**config.mk**
```make
export PLATFORM = sky130hd
export DESIGN_NAME = fifo_read_ctrl
export DESIGN_NICKNAME = d
export VERILOG_FILES = /design/src/rtl/fifo_read_ctrl.sv
export SDC_FILE = /design/constraint.sdc
export NUM_CORES = 1
export LEC_CHECK = 0
export BUFFER_PORTS_ARGS = -buffer_cell sky130_fd_sc_hd__buf_4
export CAP_MARGIN = 15
export CELL_PAD_IN_SITES_DETAIL_PLACEMENT = 0
export CELL_PAD_IN_SITES_GLOBAL_PLACEMENT = 1
export CORE_UTILIZATION = 35
export CTS_BUF_LIST = sky130_fd_sc_hd__clkbuf_16
export DETAILED_ROUTE_END_ITERATION = 7
export GPL_ROUTABILITY_DRIVEN = 0
export PLACE_DENSITY = 0.72
export SLEW_MARGIN = 30
export SYNTH_ARGS = -nofsm -noshare
export SYNTH_HDL_FRONTEND = slang
export SYNTH_SLANG_ARGS = --single-unit
```
**constraint.sdc**
```tcl
create_clock -name clk -period 2.7 [get_ports clk]
set_input_delay 0.27 -clock clk [delete_from_list [all_inputs] [get_ports clk]]
set_output_delay 0.27 -clock clk [all_outputs]
set_load 0.02 [all_outputs]
```
**src/rtl/fifo_read_ctrl.sv**
```systemverilog
// Read-side controller for a synchronous FIFO: owns the read pointer, issues
// memory reads and presents words through a two-entry head/skid output stage.
module fifo_read_ctrl #(
   parameter int SIZE      = 4,
   parameter int WIDTH     = 8,
   parameter int AE_THRESH = 2
) (
   input  logic            clk,
   input  logic            rst,
   input  logic [SIZE:0]   w_pointer,
   output logic [SIZE:0]   r_pointer,
   output logic            rd_en,
   output logic [SIZE-1:0] rd_addr,
   input  logic [WIDTH-1:0] mem_rdata,
   output logic [WIDTH-1:0] dout,
   output logic            dout_valid,
   input  logic            dout_ready,
   output logic            empty,
   output logic [SIZE:0]   count,
   output logic            ae_flag
);

   logic [SIZE:0]    r_pointer_reg, r_pointer_next;
   logic             inflight_reg, inflight_next;
   logic [WIDTH-1:0] head_reg, head_next;
   logic             head_valid_reg, head_valid_next;
   logic [WIDTH-1:0] skid_reg, skid_next;
   logic             skid_valid_reg, skid_valid_next;

   logic             fire;
   logic [1:0]       occ;
   logic [1:0]       occ_after_fire;
   logic [SIZE+1:0]  total;

   assign fire           = head_valid_reg & dout_ready;
   assign occ            = {1'b0, head_valid_reg} + {1'b0, skid_valid_reg} + {1'b0, inflight_reg};
   // fire implies a valid head, so this never underflows
   assign occ_after_fire = occ - {1'b0, fire};

   assign count   = w_pointer - r_pointer_reg;
   assign empty   = (w_pointer == r_pointer_reg);
   assign rd_en   = !empty && (occ_after_fire < 2'd2);
   assign total   = {1'b0, count} + {{SIZE{1'b0}}, occ};
   assign ae_flag = (total <= (SIZE+2)'(AE_THRESH));

   assign r_pointer  = r_pointer_reg;
   assign rd_addr    = r_pointer_reg[SIZE-1:0];
   assign dout       = head_reg;
   assign dout_valid = head_valid_reg;

   always_comb begin
      r_pointer_next  = r_pointer_reg;
      inflight_next   = rd_en;
      head_next       = head_reg;
      head_valid_next = head_valid_reg;
      skid_next       = skid_reg;
      skid_valid_next = skid_valid_reg;

      if (rd_en) begin
         r_pointer_next = r_pointer_reg + 1'b1;
      end

      if (fire) begin
         if (skid_valid_reg) begin
            head_next       = skid_reg;
            skid_valid_next = inflight_reg;
            if (inflight_reg) begin
               skid_next = mem_rdata;
            end
         end else if (inflight_reg) begin
            head_next = mem_rdata;
         end else begin
            // head drained; data is held, only the valid drops
            head_valid_next = 1'b0;
         end
      end else if (inflight_reg) begin
         if (!head_valid_reg) begin
            head_next       = mem_rdata;
            head_valid_next = 1'b1;
         end else begin
            skid_next       = mem_rdata;
            skid_valid_next = 1'b1;
         end
      end
   end

   always_ff @(posedge clk or posedge rst) begin
      if (rst) begin
         r_pointer_reg  <= '0;
         inflight_reg   <= 1'b0;
         head_reg       <= '0;
         head_valid_reg <= 1'b0;
         skid_reg       <= '0;
         skid_valid_reg <= 1'b0;
      end else begin
         r_pointer_reg  <= r_pointer_next;
         inflight_reg   <= inflight_next;
         head_reg       <= head_next;
         head_valid_reg <= head_valid_next;
         skid_reg       <= skid_next;
         skid_valid_reg <= skid_valid_next;
      end
   end

endmodule

```
==> metrics.cfg <==
[die]
die_w_um=64.1
fp.dieH_um=64.1
start_util=0.365
die_area_um2=4100
rows=22
ios=42
core_um2=3690

[timing]
setup_ws_ns=-0.0853
period_share=1.03
clock_skew_ns=0.00504
maxSlewViolCount=0
hold_slack_ns=0.0877
finalSetupViolations=1
max_slew_margin=0.423
rsz0062_at_grt=yes
fmax_mhz=359
hold_violations=0
finalCriticalPeriod_ns=2.79
max_slew.worst_pin.slew_ns=0.861

[clock_tree]
clockBufferDepth=2
cts-hold-fix-buffers=0
h-tree-depth=1
clk_latency_ns=0.26
root_buffer=clkbuf_16
cts.sinks=24
cts_tree=yes
numCtsBuffers=3
clk_pin_slew_ns=0.06

[global_routing]
grt_max_degree=25
antenna_found_initial=0
grt_pass1_vias=1006
grt_use_total=0.145
overflow=0
grt_pass1_wl_um=4660

[synth]
syn_area_per_cell_um2=11.3
syn_nets=145
yosysWarnings=0
synthCells=119
synth_area_um2=1350
post_synth_num_cell_types=32
ys_seq_area_frac=0.446
ys_seq_elements=24

[setup_path]
r2r-start=dout_valid
crit_type=reg2out
rr_endpoint=r_pointer[1]
crit_arrival_ns=2.52
startpoint_type=register
end_kind=primary output
r2r_slack_ns=0.65
reg2reg_depth=6
cp_max_fo=2
cp.required_ns=2.43

[drt]
wire_per_inst_um=12.6
wl_um=2710
dr_total_vias=1013
viasPerCell=4.71
drc=0
ant_nets=0
drt_iter0_markers=29
dr.pass1.iters=4

[run_status]
violations=setup timing
status=complete, but fails checks

[min_path]
holdCritPathClass=in2async

[final_layout]
n_antenna_cell=0
postLayoutCoreUtil=0.504
n_fill_cell=374
layout-drive-gt1-share=0.461
syn2layout_area_growth_pct=38.1
nNetsFinal=194

[job]
cap_violations=0

[placed_design]
portBuffers=41
hpwl_um=2150

what timing repair did:
item	CTS	global route
gates resized for setup	3	0
endpoints found under the hold margin	0	0
setup buffers	4	0
pin swaps	5	4
gates cloned	0	0
setup endpoints to repair	1	1
per-stage QoR:
stage / instance area (µm²) / TNS (ns) / std cells / worst slack, ns
global placement: 1750 / 0 / 207 / 0.0937
CTS: 1860 / -0.111 / 215 / -0.111
finish: 1860 / -0.0853 / 215 / -0.0853
floorplan: 1380 / 0 / 119 / 0.0131
detailed placement: 1750 / 0 / 207 / 0.0458
global route: 1860 / -0.172 / 215 / -0.172
final cells by class:
cell class                      instances  area, µm²  share of cell area
Multi-Input combinational cell         77        699               0.376
Sequential cell                        24        602               0.323
Timing Repair Buffer                   50        375               0.202
Clock buffer                            3       75.1              0.0403
Tap cell                               48       60.1              0.0323
Inverter                               12       45.0              0.0242
Clock inverter                          1       3.75             0.00202
cell usage in the layout, fill, tap and decap left out, drive strengths merged:
cell type / count
o22ai: 1
a21o: 3
clkbuf: 3
inv: 11
nand3b: 1
a21oi: 2
a31oi: 1
xnor2: 4
nor3b: 1
ha: 7
fa: 3
mux2: 9
xor2: 5
a2111oi: 1
nand4: 1
buf: 50
nand3: 2
and2: 1
a211oi: 1
mux2i: 9
nor2: 2
dfrtp: 24
and3: 1
nand2: 9
o21ai: 10
nand2b: 1
clkinv: 2
nor3: 2
cells by family (layout without fill, tap and decap cells):
logic type / count (synthesis) / in the layout / share of synthesized area
flip-flops: 24 / 24 / 0.446
AND/OR/NAND/NOR: 21 / 21 / 0.0845
AO/OA/AOI/OAI: 19 / 19 / 0.0882
multiplexers: 18 / 18 / 0.145
buffers and inverters: 18 / 66 / 0.0631
adder cells (fa/ha/maj): 10 / 10 / 0.110
XOR/XNOR: 9 / 9 / 0.0641
cell usage after synthesis, drive strengths merged:
cell type	number	share of area
dfrtp	24	0.45
inv	12	0.033
o21ai	10	0.037
mux2	9	0.078
mux2i	9	0.067
nand2	9	0.027
ha	7	0.065
buf	6	0.030
xor2	5	0.032
xnor2	4	0.032
a21o	3	0.018
fa	3	0.045
a21oi	2	0.0074
nand3	2	0.0074
nor2	2	0.013
nor3	2	0.0074
a2111oi	1	0.011
a211oi	1	0.0056
a31oi	1	0.0046
and2	1	0.0046
and3	1	0.0046
nand2b	1	0.0046
nand3b	1	0.0056
nand4	1	0.0046
nor3b	1	0.0056
o22ai	1	0.0046
worst max path at each step:
stage | from | to | cells after the start
final | dout_valid | ae_flag | 7
after global routing | dout_valid | ae_flag | 8
after CTS | inflight_reg | ae_flag | 7
after detailed placement | w_pointer[0] | ae_flag | 10
after global placement | w_pointer[0] | ae_flag | 10
after floorplan | r_pointer[0] | ae_flag | 7
layer usage:
layer | global-route usage | vias to the layer above | routed length (µm)
met1 | 0.188 | 495 | 1230
met2 | 0.253 | 22 | 1380
li1 | - | 496 | -
met4 | 0.0170 | 0 | 0
met3 | 0.0339 | 0 | 97
met5 | 0 | - | 0
worst max-delay path, cell delays in order (launching register included):
cell	delay, ns
dfrtp_1	0.40
fa_1	0.57
ha_2	0.19
inv_2	0.04
fa_2	0.56
inv_2	0.04
a2111oi_4	0.27
buf_4	0.19
Power is left out: the tool's default activity adds up to more than one toggle a clock period on the data nets, which glitch-free logic cannot reach.
